$ cat src/rtl/spi_slave_pkg.sv
// Shared types for the oversampled SPI slave: FSM states, latched mode, counter sizing.
package spi_slave_pkg;

    typedef enum logic {
        IDLE   = 1'b0,
        ACTIVE = 1'b1
    } state_t;

    typedef struct packed {
        logic cpol;
        logic cpha;
    } spi_mode_t;

    // Bit counter must hold 0..width inclusive.
    function automatic int unsigned cnt_width(input int unsigned width);
        return $clog2(width + 1);
    endfunction

endpackage

$ cat src/rtl/spi_sync_edge.sv
// N-stage synchroniser for one asynchronous pin, with optional rise/fall pulses
// taken from one extra flop behind the synchronised level.
module spi_sync_edge #(
    parameter int unsigned STAGES  = 2,
    parameter bit          EDGE_EN = 1'b1,
    parameter logic        RST_VAL = 1'b0
) (
    input  logic clk_i,
    input  logic rst_i,
    input  logic d_i,
    output logic q_o,
    output logic rise_o,
    output logic fall_o
);

    logic [STAGES-1:0] sync_q;

    always_ff @(posedge clk_i) begin
        if (rst_i) begin
            sync_q <= {STAGES{RST_VAL}};
        end else begin
            sync_q <= {sync_q[STAGES-2:0], d_i};
        end
    end

    assign q_o = sync_q[STAGES-1];

    generate
        if (EDGE_EN) begin : g_edge
            logic prev_q;

            always_ff @(posedge clk_i) begin
                if (rst_i) begin
                    prev_q <= RST_VAL;
                end else begin
                    prev_q <= q_o;
                end
            end

            assign rise_o = q_o & ~prev_q;
            assign fall_o = ~q_o & prev_q;
        end else begin : g_no_edge
            assign rise_o = 1'b0;
            assign fall_o = 1'b0;
        end
    endgenerate

endmodule

$ cat src/rtl/spi_slave_sync.sv
// Oversampled SPI slave: all SPI pins synchronised into CLK, all four CPOL/CPHA modes,
// buffered TX word with valid/ready. Optional FRAMEERR output via SPI_SLAVE_FRAME_ERR_EN.
module spi_slave_sync
    import spi_slave_pkg::*;
#(
    parameter int unsigned WIDTH       = 64,
    parameter int unsigned SYNC_STAGES = 2
) (
    input  logic             CLK,
    input  logic             RST,
    input  logic             SPICLK,
    input  logic             SPICS,
    input  logic             SHREGIN,
    output logic             SHREGOUT,
    input  logic             CPOL,
    input  logic             CPHA,
    input  logic [WIDTH-1:0] TXDATA,
    input  logic             TXVALID,
    output logic             TXREADY,
    output logic [WIDTH-1:0] RXDATA,
    output logic             RXVALID,
    output logic             TXUNDER,
    output logic             BUSY
`ifdef SPI_SLAVE_FRAME_ERR_EN
    ,
    output logic             FRAMEERR
`endif
);

    localparam int unsigned      CW   = cnt_width(WIDTH);
    localparam logic [CW-1:0]    LAST = CW'(WIDTH - 1);

    logic sclk_rise, sclk_fall, sclk_lvl_unused;
    logic cs_rise, cs_fall, cs_lvl_unused;
    logic mosi_s, mosi_rise_unused, mosi_fall_unused;

    spi_sync_edge #(.STAGES(SYNC_STAGES), .EDGE_EN(1'b1), .RST_VAL(1'b0)) u_sync_sclk (
        .clk_i  (CLK),
        .rst_i  (RST),
        .d_i    (SPICLK),
        .q_o    (sclk_lvl_unused),
        .rise_o (sclk_rise),
        .fall_o (sclk_fall)
    );

    spi_sync_edge #(.STAGES(SYNC_STAGES), .EDGE_EN(1'b1), .RST_VAL(1'b1)) u_sync_cs (
        .clk_i  (CLK),
        .rst_i  (RST),
        .d_i    (SPICS),
        .q_o    (cs_lvl_unused),
        .rise_o (cs_rise),
        .fall_o (cs_fall)
    );

    spi_sync_edge #(.STAGES(SYNC_STAGES), .EDGE_EN(1'b0), .RST_VAL(1'b0)) u_sync_mosi (
        .clk_i  (CLK),
        .rst_i  (RST),
        .d_i    (SHREGIN),
        .q_o    (mosi_s),
        .rise_o (mosi_rise_unused),
        .fall_o (mosi_fall_unused)
    );

    state_t           state_q;
    spi_mode_t        mode_q;
    logic [CW-1:0]    cnt_q;
    logic [WIDTH-1:0] rx_sh_q, rx_sh_d;
    logic [WIDTH-1:0] tx_sh_q;
    logic [WIDTH-1:0] txbuf_q;
    logic             txfull_q;
    logic [WIDTH-1:0] rxdata_q;
    logic             rxvalid_q;
    logic             txunder_q;
`ifdef SPI_SLAVE_FRAME_ERR_EN
    logic             frameerr_q;
`endif

    logic sample_ev, drive_ev, word_done, word_start, tx_load;

    assign sample_ev  = (mode_q.cpol == mode_q.cpha) ? sclk_rise : sclk_fall;
    assign drive_ev   = (mode_q.cpol == mode_q.cpha) ? sclk_fall : sclk_rise;
    assign word_done  = (state_q == ACTIVE) && !cs_rise && sample_ev && (cnt_q == LAST);
    assign word_start = ((state_q == IDLE) && cs_fall) || word_done;
    // A word-start transfer masks ready so a same-cycle load waits one cycle.
    assign TXREADY    = ~txfull_q & ~word_start;
    assign tx_load    = TXVALID & TXREADY;
    assign rx_sh_d    = {rx_sh_q[WIDTH-2:0], mosi_s};

    always_ff @(posedge CLK) begin
        if (RST) begin
            state_q    <= IDLE;
            mode_q     <= '0;
            cnt_q      <= '0;
            rx_sh_q    <= '0;
            tx_sh_q    <= '0;
            txbuf_q    <= '0;
            txfull_q   <= 1'b0;
            rxdata_q   <= '0;
            rxvalid_q  <= 1'b0;
            txunder_q  <= 1'b0;
`ifdef SPI_SLAVE_FRAME_ERR_EN
            frameerr_q <= 1'b0;
`endif
        end else begin
            rxvalid_q  <= 1'b0;
            txunder_q  <= 1'b0;
`ifdef SPI_SLAVE_FRAME_ERR_EN
            frameerr_q <= 1'b0;
`endif
            case (state_q)
                IDLE: begin
                    if (cs_fall) begin
                        state_q <= ACTIVE;
                        mode_q  <= '{cpol: CPOL, cpha: CPHA};
                        cnt_q   <= '0;
                        rx_sh_q <= '0;
                    end
                end
                ACTIVE: begin
                    if (cs_rise) begin
                        state_q <= IDLE;
                        cnt_q   <= '0;
                        rx_sh_q <= '0;
                        tx_sh_q <= '0;
`ifdef SPI_SLAVE_FRAME_ERR_EN
                        frameerr_q <= (cnt_q != '0);
`endif
                    end else if (sample_ev) begin
                        rx_sh_q <= rx_sh_d;
                        if (cnt_q == LAST) begin
                            rxdata_q  <= rx_sh_d;
                            rxvalid_q <= 1'b1;
                            cnt_q     <= '0;
                        end else begin
                            cnt_q <= cnt_q + 1'b1;
                        end
                    end else if (drive_ev && (cnt_q != '0)) begin
                        // Holding at count 0 keeps the first bit for CPHA=1 and the
                        // leading CPHA=0 bit alike.
                        tx_sh_q <= {tx_sh_q[WIDTH-2:0], 1'b0};
                    end
                end
                default: state_q <= IDLE;
            endcase

            if (word_start) begin
                if (txfull_q) begin
                    tx_sh_q  <= txbuf_q;
                    txfull_q <= 1'b0;
                end else begin
                    tx_sh_q   <= '0;
                    txunder_q <= 1'b1;
                end
            end else if (tx_load) begin
                txbuf_q  <= TXDATA;
                txfull_q <= 1'b1;
            end
        end
    end

    assign SHREGOUT = tx_sh_q[WIDTH-1];
    assign RXDATA   = rxdata_q;
    assign RXVALID  = rxvalid_q;
    assign TXUNDER  = txunder_q;
    assign BUSY     = (state_q == ACTIVE);
`ifdef SPI_SLAVE_FRAME_ERR_EN
    assign FRAMEERR = frameerr_q;
`endif

endmodule
$ cat config.mk
export PLATFORM = sky130hd
export DESIGN_NAME = spi_slave_sync
export DESIGN_NICKNAME = d
export VERILOG_FILES = /design/src/rtl/spi_slave_pkg.sv /design/src/rtl/spi_sync_edge.sv /design/src/rtl/spi_slave_sync.sv
export SDC_FILE = /design/constraint.sdc
export NUM_CORES = 1
export LEC_CHECK = 0
export ABC_AREA = 1
export BUFFER_PORTS_ARGS = -buffer_cell sky130_fd_sc_hd__buf_2
export CELL_PAD_IN_SITES_DETAIL_PLACEMENT = 2
export CELL_PAD_IN_SITES_GLOBAL_PLACEMENT = 2
export CORE_MARGIN = 2
export CORE_UTILIZATION = 32
export DETAILED_ROUTE_END_ITERATION = 8
export PLACE_DENSITY = 0.79
export SYNTH_ARGS = -nofsm -noshare
export SYNTH_HDL_FRONTEND = slang
export SYNTH_SLANG_ARGS = --single-unit
export TNS_END_PERCENT = 50
$ cat constraint.sdc
create_clock -name CLK -period 2.4 [get_ports CLK]
set_clock_uncertainty 0.15 [all_clocks]
set_input_delay 0.24 -clock CLK [delete_from_list [all_inputs] [get_ports CLK]]
set_output_delay 0.24 -clock CLK [all_outputs]
set_load 0.03 [all_outputs]
# Yosys cells after proc, flatten, opt, wreduce, memory -nomap -nowiden
# Index checks and enable logic that the tools add are counted.
op_classes:
  n_bitwise: 15
  add_sub_neg: 1
  muxes: 22
  n_eq_ne: 5
  reduce_logical: 18
ops:
  columns: ["cell", "count"]
  rows:
  - ["$mux 64", 6]
  - ["$mux 63", 3]
  - ["$pmux 63 s2", 1]
  - ["$mux 7", 4]
  - ["$pmux 7 s2", 1]
  - ["$not 1->1", 9]
  - ["$add 7x1->7 const B", 1]
  - ["$eq 7x6->1 const B", 1]
  - ["$reduce_bool 7->1", 1]
  - ["$and 1x1->1", 6]
  - ["$mux 1", 6]
  - ["$ne 3x2->1 const B", 2]
  - ["$reduce_and 2->1", 3]
  - ["$logic_and 1x1->1", 5]
  - ["$reduce_and 4->1", 1]
  - ["$reduce_or 2->1", 2]
  - ["$reduce_or 4->1", 1]
  - ["$reduce_and 3->1", 1]
  - ["$reduce_bool 3->1", 1]
  - ["$ne 2x2->1 const B", 1]
  - ["$pmux 1 s2", 1]
  - ["$reduce_bool 2->1", 1]
  - ["$eq 1x1->1", 1]
  - ["$logic_not 1->1", 1]
  - ["$logic_or 1x1->1", 1]
word_totals:
  regBits: 276
  out_inout_bits: 69
  inputBits: 72

# Logic depth before layout (Yosys ltp)
# Gate-level depths: netlist of the first run.
logic_depth:
  word_depth: 11
  mapped_depth: 13
  mapped_depth_nobuf: 12

# Hierarchy
# Synthesis of the first run repeated with hierarchy kept, for this count alone.
hier_totals:
  cells_unflattened: 1801
  area_unflattened_um2: 12251.8
by_module_without_submodules:
  columns: ["mod", "instances", "cells_per_inst", "area_each_um2"]
  rows:
  - ["spi_slave_sync", 1, 1767, 11986.5]
  - ["spi_sync_edge at u_sync_cs", 1, 13, 97.6]
  - ["spi_sync_edge at u_sync_sclk", 1, 12, 93.8]
  - ["spi_sync_edge at u_sync_mosi", 1, 9, 73.8]

# Worst setup path before layout of the first run
# No wires, ideal clock.
synth_path:
  path_kind: "register to register"
  from: "reg state_q (netlist: BUSY)"
  to: "reg txbuf_q[54]"
  setup_slack_ns: 0.329
  path_buffers: 1
  arrival_time_ns: 1.850
  t_required_ns: 2.180
  stages_incl_launch_ff: 8
  cell_sequence: "dfxtp_1 inv_1 nand3_2 nand2_2 nor2_1 clkbuf_1 nand3_1 a21oi_1"
synth_via:
  elab_chain_cells: 8
synth_rtl:
  columns: ["element", "line_no", "source"]
  rows:
  - ["start: declaration", "spi_slave_sync.sv:64", "state_t state_q;"]
  - ["start signal: assignment", "spi_slave_sync.sv:91", "state_q <= IDLE;"]
  - ["start signal: assignment", "spi_slave_sync.sv:113", "state_q <= ACTIVE;"]
  - ["start signal: assignment", "spi_slave_sync.sv:121", "state_q <= IDLE;"]
  - ["$logic_and 1x1->1 (3 in series)", "spi_slave_sync.sv:82", "assign word_done = (state_q == ACTIVE) && !cs_rise && sample_ev && (cnt_q == LAST);"]
  - ["$logic_or 1x1->1 (*)", "spi_slave_sync.sv:83", "assign word_start = ((state_q == IDLE) && cs_fall) || word_done;"]
  - ["$not 1->1 (no source line) (*)", null, null]
  - ["$and 1x1->1 (*)", "spi_slave_sync.sv:85", "assign TXREADY = ~txfull_q & ~word_start;"]
  - ["net TXREADY", "spi_slave_sync.sv:19", "output logic TXREADY,"]
  - ["$and 1x1->1 (*)", "spi_slave_sync.sv:86", "assign tx_load = TXVALID & TXREADY;"]
  - ["$reduce_and 2->1 (no source line) (*)", null, null]
  - ["end signal: assignment", "spi_slave_sync.sv:96", "txbuf_q <= '0;"]
  - ["end signal: assignment", "spi_slave_sync.sv:155", "txbuf_q <= TXDATA;"]
  - ["end: declaration", "spi_slave_sync.sv:69", "logic [WIDTH-1:0] txbuf_q;"]
# Mark *: on every way through the listed nets, which the timed path passes. The rest lies on a longest branch.
# A chain may end at the register's enable or synchronous reset.

# Final worst setup path of the first run
layout_path:
  from: "reg u_sync_sclk.sync_q[1]"
  to: "out TXREADY"
layout_via:
  elab_chain_cells: 8
layout_rtl:
  columns: ["element", "line_no", "source"]
  rows:
  - ["start: declaration", "spi_sync_edge.sv:16", "logic [STAGES-1:0] sync_q;"]
  - ["start signal: assignment", "spi_sync_edge.sv:20", "sync_q <= {STAGES{RST_VAL}};"]
  - ["start signal: assignment", "spi_sync_edge.sv:22", "sync_q <= {sync_q[STAGES-2:0], d_i};"]
  - ["$not 1->1", "spi_sync_edge.sv:41", "assign fall_o = ~q_o & prev_q;"]
  - ["$and 1x1->1", "spi_sync_edge.sv:41", null]
  - ["$mux 1 (*)", "spi_slave_sync.sv:80", "assign sample_ev = (mode_q.cpol == mode_q.cpha) ? sclk_rise : sclk_fall;"]
  - ["$logic_and 1x1->1 (*) (2 in series)", "spi_slave_sync.sv:82", null]
  - ["$logic_or 1x1->1 (*)", "spi_slave_sync.sv:83", null]
  - ["$not 1->1 (no source line) (*)", null, null]
  - ["$and 1x1->1 (*)", "spi_slave_sync.sv:85", null]
  - ["end: declaration", "spi_slave_sync.sv:19", null]
# Mark *: on every way between the ends. The rest lies on a longest branch, timed or not.

==> results.py, run 1 <==
metrics = {
    "grt": {
        "antenna_found_initial": 4,
        "grt_pass1_wl_mm": 67.90,
        "grt_pass1_vias": 13210,
        "grt_start_max_net_pins": 141,
        "overflow": 0,
        "grt_usage": 0.2168,
    },
    "critical_path": {
        "critical_path.max_fanout": 3,
        "critPathCaptureType": "output pin",
        "critPathRequiredTime_ps": 2010,
        "worstSetupStartpoint": "u_sync_sclk.sync_q[1]$_SDFF_PP0_",
        "start_kind": "register",
        "worst_r2r_path_depth": 13,
        "crit_type": "reg -> out",
        "worstPathArrival_ps": 1970,
        "regToRegStartpoint": "cnt_q[0]$_SDFFE_PP0P_",
    },
    "routing": {
        "wl_met2_mm": 21.84,
        "wl_mm": 41.64,
        "via_per_inst": 4.890,
        "drt_pre_antenna_iters": 4,
        "post_drt_wl_per_cell_um": 17.21,
        "drc": 0,
        "num_vias": 11830,
        "m1WireLength_mm": 17.58,
        "dr.first_iter.drc_count": 404,
        "met3_length_mm": 1.309,
        "top_layer": "met5",
        "ant_nets": 0,
    },
    "hold_path": {
        "holdPathStages": 4,
        "min-delay-start": "TXVALID",
        "hold_path.class": "in -> reg",
    },
    "clock_tree": {
        "h-tree-depth": 2,
        "cts_sinks": 276,
        "numCtsBuffers": 34,
        "root_buffer": "clkbuf_16",
        "tritoncts": "built",
        "clockBufferDepth": 3,
        "clk-insertion-delay-late_ps": 520,
        "clkSlewWorstSetupHoldPaths_ps": 60,
    },
    "sta": {
        "rsz0062_at_grt": "yes",
        "hold_viol": 0,
        "fmax_ghz": 0.4238,
        "holdWs_ps": 106.1,
        "slew_headroom": 0.5053,
        "tightest_slew_ps": 742.0,
        "min_period_over_period": 0.9832,
        "finalSetupViolations": 0,
        "finalCriticalPeriod_ps": 2360,
        "fin_ws_ps": 40.40,
        "drv_slew": 0,
    },
    "place": {
        "numPortBuffers": 140,
        "placedCellCount": 2273,
        "gp_congestion": 0.7207,
        "dp_hpwl_mm": 22.54,
        "place_area_sq_mm": 0.01288,
        "pre_cts_slack_ps": -137.1,
    },
    "logic_synthesis": {
        "netlist_area_sq_mm": 0.01175,
        "synth.top_cells.by_area": "dfxtp_1, nand2_1, nand3_1",
        "netlist_instances": 1761,
        "synth_fp_nets": 1835,
        "ys_ff_latch": 276,
        "synth_cell_types": 31,
        "ys.warnings.count": 0,
        "synth_top_area_share": 0.4702,
        "syn_area_per_cell_sq_um": 6.673,
        "synth_top_area_cell": "dfxtp_1",
        "seq_area_frac_synth": 0.4702,
    },
    "floorplanning": {
        "fp.dieW_um": 195.6,
        "num_rows": 70,
        "die_y_um": 195.6,
        "dieArea_sq_mm": 0.03827,
        "io_pins": 141,
        "core_area_sq_mm": 0.03635,
        "start_util": 0.3233,
    },
    "power_and_ir_drop": {
        "ir_drop_mv": 0.4782,
        "total_power_w": 0.01098,
        "p_switching_w": 0.002761,
        "swShare": 0.2515,
        "p_int_w": 0.008217,
        "p_per_area_mw_per_mm2": 733.9,
        "pwr-share-clk": 0.472,
        "leakage_nw": 7.276,
        "pwr-share-seq": 0.436,
        "comb_power_share": 0.092,
    },
    "layout": {
        "layout-drive-gt1-share": 0.1309,
        "nets": 1996,
        "nFillCells": 4273,
        "mostFrequentLayoutCells": "nand2_1, dfxtp_1, nor2_1",
        "final_cells": 2419,
        "design_area_sq_mm": 0.01496,
        "final_common_cell": "nand2_1",
        "area_growth_syn_to_layout_pct": 27.29,
    },
    "run_status": {
        "outcome": "finished, final reports clean",
    },
    "run": {
        "drv_cap": 0,
    },
}
-- synth_stat cells (all sizes together) --
cell	number
o211ai	1
nand3b	10
nand3	192
nand2	671
inv	135
clkbuf	67
dfxtp	276
nor3b	1
nor2	196
ha	2
or2	2
nor3	2
o21bai	1
o21ai	9
xor2	1
buf	56
a21oi	137
nand4	2
-- power by group through the flow --
stage,sequential (W),combinational [W],clock [W]
floorplan,0.00487,0.000587,0
global placement,0.00488,0.000840,0
detailed placement,0.00488,0.000880,0
CTS,0.00479,0.00100,0.00532
global route,0.00480,0.00114,0.00551
finish,0.00479,0.00101,0.00518
-- cell type report --
cell class / instances / area [sq um] / area share
diodes: 3 / 7.507 / 0.0005019
clock buffers: 55 / 1051 / 0.07026
clock inverters: 7 / 85.08 / 0.005688
inverters: 135 / 509.2 / 0.03404
multi-input cells: 1228 / 5264 / 0.3519
flip-flops and latches: 276 / 5528 / 0.3696
well taps: 468 / 585.6 / 0.03915
repair buffers: 247 / 1928 / 0.1289
-- per-stage QoR --
| step | util | setup TNS (ps) |
|---|---|---|
| 2_1_floorplan | - | 0 |
| 3_3_place_gp | 0.3544 | 0 |
| 3_5_place_dp | 0.3544 | -3104 |
| 4_1_cts | 0.4068 | -16.35 |
| 5_1_grt | 0.4115 | -850.2 |
| 6_report | 0.4115 | 0 |
-- final timing paths --
| path | end | slack [ps] |
|---|---|---|
| worst max-delay path | TXREADY | 40 |
| worst min-delay path | txbuf_q[5]$_SDFFE_PP0P_ | 110 |
| worst max register to register | tx_sh_q[52]$_SDFFE_PP0P_ | 80 |
| worst min register to register | u_sync_mosi.sync_q[1]$_SDFF_PP0_ | 270 |
-- per-layer routing --
layer  vias to the layer above  track usage
li1                       5761            -
met1                      5848       0.2470
met2                       158       0.4180
met3                        61      0.02884
met4                         2      0.06305
met5                         -            0
-- worst max-delay path, stage by stage (launching register included) --
cell and delay (ps):
dfxtp_1 360, inv_1 90, nor2_1 150, nand3_1 100, nand2_1 210, nand3_4 170
nand2_8 130, nor2_4 60, clkbuf_4 190
-- what timing repair did --
action	in CTS	in global routing
setup endpoints to repair	44	118
hold endpoints to repair	69	0
cloned	2	2
resized for setup	4	10
buffers inserted	2	6
pin swaps	1	6
hold buffers	69	0
-- cells by family (layout without fill, tap and decap cells) --
kind of cell | after synthesis | count (layout) | synth area share
simple gates | 1076 | 1077 | 0.3716
fa+ha+maj | 2 | 2 | 0.002129
flops | 276 | 276 | 0.4702
xor+xnor | 1 | 1 | 0.0007455
compound gates | 148 | 148 | 0.06474
buf+inv | 258 | 444 | 0.09061
other cells | 0 | 3 | 0
-- registers in the layout, summed over array words and instances (netlist names) --
register and cells:
u_sync_mosi.sync_q 2, mode_q 2, rx_sh_q 63, TXUNDER 1, txfull_q 1, u_sync_cs.g_edge.prev_q 1
BUSY 1, u_sync_sclk.sync_q 2, cnt_q 7, u_sync_cs.sync_q 2, tx_sh_q 64, u_sync_sclk.g_edge.prev_q 1
txbuf_q 64, RXDATA 64, RXVALID 1
(Power assumes the default switching activity.)
==> run 2, diff against run 1 <==
- SYNTH_HIERARCHICAL: default -> 1
==> results.py, run 2 <==
metrics = {
    "run_status": {
        "outcome": "finished, final reports clean",
    },
    "layout": {
        "nFillCells": 4494,
        "mostFrequentLayoutCells": "nand2_1, dfxtp_1, nand3_1",
        "final_common_cell": "nand2_1",
        "layout-drive-gt1-share": 0.1356,
        "nets": 2019,
        "design_area_sq_mm": 0.01520,
        "area_growth_syn_to_layout_pct": 24.29,
    },
    "grt": {
        "grt_pass1_wl_mm": 69.11,
        "grt_usage": 0.2143,
        "overflow": 0,
        "grt_start_max_net_pins": 66,
        "grt_pass1_vias": 13400,
        "antenna_found_initial": 1,
    },
    "clock_tree": {
        "tritoncts": "built",
        "clockBufferDepth": 3,
        "h-tree-depth": 2,
        "cts_sinks": 276,
        "numCtsBuffers": 34,
        "clk-insertion-delay-late_ps": 550,
        "clkSlewWorstSetupHoldPaths_ps": 60,
        "root_buffer": "clkbuf_16",
    },
    "routing": {
        "drc": 0,
        "dr.first_iter.drc_count": 408,
        "wl_met2_mm": 21.91,
        "top_layer": "met4",
        "post_drt_wl_per_cell_um": 17.36,
        "met3_length_mm": 1.141,
        "num_vias": 12430,
        "via_per_inst": 5.010,
        "wl_mm": 43.06,
        "m1WireLength_mm": 18.76,
        "drt_pre_antenna_iters": 4,
        "ant_nets": 0,
    },
    "critical_path": {
        "critical_path.max_fanout": 5,
        "cp_slowest_cell": "dfxtp_4",
        "start_kind": "register",
        "ff2ff_setup_slack_ps": 120,
        "max_stage_delay_ps": 350,
        "r2r-end": "txbuf_q[10]$_SDFFE_PP0P_",
        "crit_path_frequent_cell": "nor2_4",
        "critPathCaptureType": "output pin",
        "path_cells": "ha_2 -> nand2_2 -> nor2_4 -> nand2_1 -> nor2_4 -> nand2_4 -> nand2_4 -> nor2_4 -> buf_6",
        "worst-path-buf-inv": 1,
        "regToRegStartpoint": "cnt_q[1]$_SDFFE_PP0P_",
        "critPathRequiredTime_ps": 2010,
        "worst_r2r_path_depth": 12,
        "worstPathArrival_ps": 1920,
        "path_delay_family": "simple AND/OR/NAND/NOR gates",
        "crit_type": "reg -> out",
    },
    "sta": {
        "slew_headroom": 0.4785,
        "min_period_over_period": 0.9643,
        "finalSetupViolations": 0,
        "hold_viol": 0,
        "drv_slew": 0,
        "finalCriticalPeriod_ps": 2314,
        "tightest_slew_ps": 782.3,
        "fmax_ghz": 0.4321,
    },
    "logic_synthesis": {
        "syn_area_per_cell_sq_um": 6.804,
        "synth_fp_nets": 1872,
        "ys.warnings.count": 6,
        "netlist_instances": 1798,
        "netlist_area_sq_mm": 0.01223,
    },
    "hold_path": {
        "min-delay-start": "RST",
        "min_to": "tx_sh_q[58]$_SDFFE_PP0P_",
        "hold_path.class": "in -> reg",
        "holdPathStages": 4,
    },
    "floorplanning": {
        "io_pins": 141,
        "dieArea_sq_mm": 0.03981,
        "core_area_sq_mm": 0.03767,
        "num_rows": 71,
        "start_util": 0.3248,
        "die_y_um": 199.5,
        "fp.dieW_um": 199.5,
    },
    "power_and_ir_drop": {
        "total_power_w": 0.01127,
        "leakage_nw": 7.746,
        "ir_drop_mv": 0.4761,
        "p_per_area_mw_per_mm2": 741.4,
    },
    "place": {
        "place_area_sq_mm": 0.01335,
        "numPortBuffers": 140,
        "gp_congestion": 0.7243,
        "dp_hpwl_mm": 24.82,
    },
    "run": {
        "drv_cap": 0,
    },
}
run 2: cell types whose count changed in the layout (fill, tap and decap cells not counted), sizes merged, moves of 11 or more:
cell / previous run / this run
nor2: 197 / 214
nand2: 671 / 468
buf: 174 / 185
inv: 135 / 153
o21ai: 9 / 75
a21oi: 137 / 199
nand3: 192 / 257
run 2: how the worst max path moves through the flow:
stage / from / end / slack (ps) / cells after the start
floorplan: cnt_q[0]$_SDFFE_PP0P_ / tx_sh_q[33]$_SDFFE_PP0P_ / 530 / 12
global placement: cnt_q[1]$_SDFFE_PP0P_ / txbuf_q[4]$_SDFFE_PP0P_ / 280 / 11
detailed placement: cnt_q[1]$_SDFFE_PP0P_ / tx_sh_q[63]$_SDFFE_PP0P_ / 160 / 13
CTS: cnt_q[1]$_SDFFE_PP0P_ / TXREADY / 40 / 9
global route: cnt_q[1]$_SDFFE_PP0P_ / TXREADY / -8 / 9
finish: cnt_q[1]$_SDFFE_PP0P_ / TXREADY / 90 / 9
run 2: what timing repair did:
action	in CTS	in global routing
gates resized for setup	4	7
pin swaps	2	0
hold buffers	69	0
gates cloned	0	1
hold endpoints to repair	69	0
setup endpoints to repair	1	17
setup buffers	2	0
run 2: area by class of cell:
class / instances / area, sq um / share of cell area
Timing Repair Buffer: 254 / 1918 / 0.1262
Multi-Input combinational cell: 1228 / 5440 / 0.3578
Inverter: 151 / 574.3 / 0.03777
Tap cell: 511 / 639.4 / 0.04205
Clock buffer: 50 / 1001 / 0.06583
Sequential cell: 276 / 5530 / 0.3637
Clock inverter: 10 / 98.84 / 0.006501
Antenna cell: 1 / 2.502 / 0.0001646
run 2: worst reg2reg max path: stages (launching register included):
cell,delay [ps]
dfxtp_4,350
ha_2,180
nand2_2,100
nor2_4,50
nand2_1,100
nor2_4,50
nand2_4,80
nand2_4,80
nor2_4,220
buf_4,260
buf_8,200
nand3_1,160
a21oi_2,210
run 2: routing by layer:
layer | vias up | GRT usage
met5 | - | 0
met4 | 0 | 0.07654
met3 | 78 | 0.02819
met2 | 171 | 0.3952
met1 | 6184 | 0.2524
li1 | 5996 | -
run 2: power breakdown:
group	switching [W]	leakage, nW	internal, W
Combinational	0.000755	4.96	0.000462
Sequential	0.000146	2.25	0.00481
Clock	0.00217	0.538	0.00293
run 2: per-stage QoR:
step / setup WS (ps) / setup TNS, ps / util / hold slack [ps] / instances
after floorplan: 528.3 / 0 / - / 161.2 / 1798
after global placement: 276.2 / 0 / 0.3543 / 241.8 / 2348
after detailed placement: 159.7 / 0 / 0.3543 / 249.9 / 2348
after CTS: 35.92 / 0 / 0.4026 / 94.66 / 2479
after global routing: -7.973 / -10.05 / 0.4037 / 135.9 / 2481
final: 85.71 / 0 / 0.4037 / 120.9 / 2481
==> run 3, diff against run 2 <==
- SETUP_SLACK_MARGIN: default -> 0.4
- SYNTH_HIERARCHICAL: 1 -> default
==> results.py, run 3 (synthesized netlist as in run 1, its figures left out) <==
metrics = {
    "run_status": {
        "outcome": "finished with violations",
        "violations": "negative setup slack",
    },
    "clock_tree": {
        "clkSlewWorstSetupHoldPaths_ps": 70,
        "numCtsBuffers": 31,
        "h-tree-depth": 1,
        "root_buffer": "clkbuf_16",
        "clk-insertion-delay-late_ps": 600,
        "clockBufferDepth": 3,
        "cts_sinks": 276,
        "tritoncts": "built",
    },
    "layout": {
        "area_growth_syn_to_layout_pct": 42.31,
        "design_area_sq_mm": 0.01672,
        "layout-drive-gt1-share": 0.2237,
        "final_common_cell": "nand2_1",
        "n_antenna_cell": 0,
        "final_util": 0.4601,
        "nets": 2076,
        "mostFrequentLayoutCells": "nand2_1, dfxtp_1, nand3_1",
    },
    "sta": {
        "fin_ws_ps": -123.2,
        "hold_viol": 0,
        "fmax_ghz": 0.3963,
        "tightest_slew_ps": 659.9,
        "drv_slew": 0,
        "finalSetupViolations": 42,
        "finalCriticalPeriod_ps": 2523,
        "holdWs_ps": 277.1,
        "min_period_over_period": 1.051,
        "rsz0062_at_grt": "yes",
        "slew_headroom": 0.5566,
    },
    "grt": {
        "grt_pass1_vias": 14430,
        "grt_start_max_net_pins": 112,
        "grt_pass1_wl_mm": 82.81,
        "overflow": 0,
        "antenna_found_initial": 2,
        "grt_usage": 0.2760,
    },
    "power_and_ir_drop": {
        "p_switching_w": 0.003307,
        "comb_power_share": 0.139,
        "ir_drop_mv": 0.5602,
        "p_per_area_mw_per_mm2": 682.6,
        "leakage_nw": 7.910,
        "pwr-share-clk": 0.439,
        "pwr-share-seq": 0.422,
        "p_int_w": 0.008108,
        "swShare": 0.2897,
    },
    "routing": {
        "dr.first_iter.drc_count": 746,
        "num_vias": 13460,
        "post_drt_wl_per_cell_um": 26.62,
        "drt_pre_antenna_iters": 5,
        "wl_mm": 66.37,
        "drc": 0,
        "via_per_inst": 5.398,
        "ant_nets": 0,
    },
    "floorplanning": {
        "core_area_sq_mm": 0.03635,
        "dieArea_sq_mm": 0.03827,
        "die_y_um": 195.6,
        "num_rows": 70,
        "start_util": 0.3233,
        "io_pins": 141,
        "fp.dieW_um": 195.6,
    },
    "place": {
        "numPortBuffers": 140,
        "dp_hpwl_mm": 23.50,
        "place_area_sq_mm": 0.01293,
        "gp_congestion": 0.7344,
        "pre_cts_slack_ps": -372.9,
    },
    "hold_path": {
        "hold_path.class": "reg -> reg",
    },
    "critical_path": {
        "path_cells": "ha_4 -> nand3_4 -> nor3_4 -> nand3_4 -> nand2_8 -> buf_12 -> buf_16 -> buf_6 -> buf_12 -> inv_8 -> nor3_1",
        "critical_path.max_fanout": 5,
        "critPathCaptureType": "register",
        "max_stage_delay_ps": 510,
        "start_kind": "register",
        "crit_type": "reg -> reg",
        "cp_slowest_cell": "nor3_1",
        "ff2ff_setup_slack_ps": -120,
        "worstPathArrival_ps": 2790,
        "critPathRequiredTime_ps": 2670,
    },
    "run": {
        "drv_cap": 0,
    },
}
## run 3: cell count changes in the layout (fill, tap and decap cells not counted), moves of 32 or more
cell,previous run,this run
a21oi_1,197,124
nand2_1,462,631
nand3_1,257,186
nor2_1,209,135
nor2_2,0,32
o21ai_0,54,7
## run 3: worst max-delay path, delay by kind of cell, from the launching register on
family	cells	cell delay, ps
AND/OR/NAND/NOR	5	1120
buffers and inverters	5	480
flip-flops	1	410
adder cells (fa/ha/maj)	1	180
## run 3: final cells by class
class	count	area (sq um)
inverters	135	524.3
repair buffers	328	3239
flip-flops and latches	276	5538
well taps	468	585.6
clock buffers	47	935.9
clock inverters	9	77.57
multi-input cells	1230	5823
fillers	4100	19620
## run 3: final timing paths
kind	end	depth (start not counted)	from
worst max-delay path	TXUNDER$_SDFF_PP0_	11	cnt_q[1]$_SDFFE_PP0P_
worst max register to register	TXUNDER$_SDFF_PP0_	11	cnt_q[1]$_SDFFE_PP0P_
worst min register to register	u_sync_mosi.sync_q[1]$_SDFF_PP0_	2	u_sync_mosi.sync_q[0]$_SDFF_PP0_
worst min-delay path	u_sync_mosi.sync_q[1]$_SDFF_PP0_	2	u_sync_mosi.sync_q[0]$_SDFF_PP0_
## run 3: metal layers
| metal | wire length [um] | GRT usage | vias to the layer above |
|---|---|---|---|
| li1 | - | - | 5945 |
| met1 | 26010 | 0.3074 | 6843 |
| met2 | 33610 | 0.5157 | 453 |
| met3 | 2741 | 0.03990 | 213 |
| met4 | 3980 | 0.1289 | 4 |
| met5 | 27 | 0 | - |
## run 3: stage by stage
stage | TNS [ps] | cells | total power (W)
final | -1240 | 2493 | 0.01142
after global routing | -2900 | 2493 | 0.01173
after CTS | 0 | 2462 | 0.01090
after detailed placement | -24460 | 2289 | 0.005757
after global placement | -4940 | 2289 | 0.005713
after floorplan | 0 | 1761 | 0.005454
## run 3: repair_timing
action / in CTS / in global routing
hold endpoints to repair: 91 / 0
pin swaps: 18 / 32
setup buffers: 25 / 21
hold buffers: 72 / 0
gates cloned: 20 / 10
setup endpoints to repair: 265 / 266
resized for setup: 120 / 141
## run 3: power by group through the flow
stage                     Combinational (W)  Clock, W  Sequential [W]
after floorplan                    0.000587         0         0.00487
after global placement             0.000837         0         0.00488
after detailed placement           0.000874         0         0.00488
after CTS                           0.00122   0.00490         0.00479
after global routing                0.00167   0.00524         0.00482
final                               0.00159   0.00501         0.00482
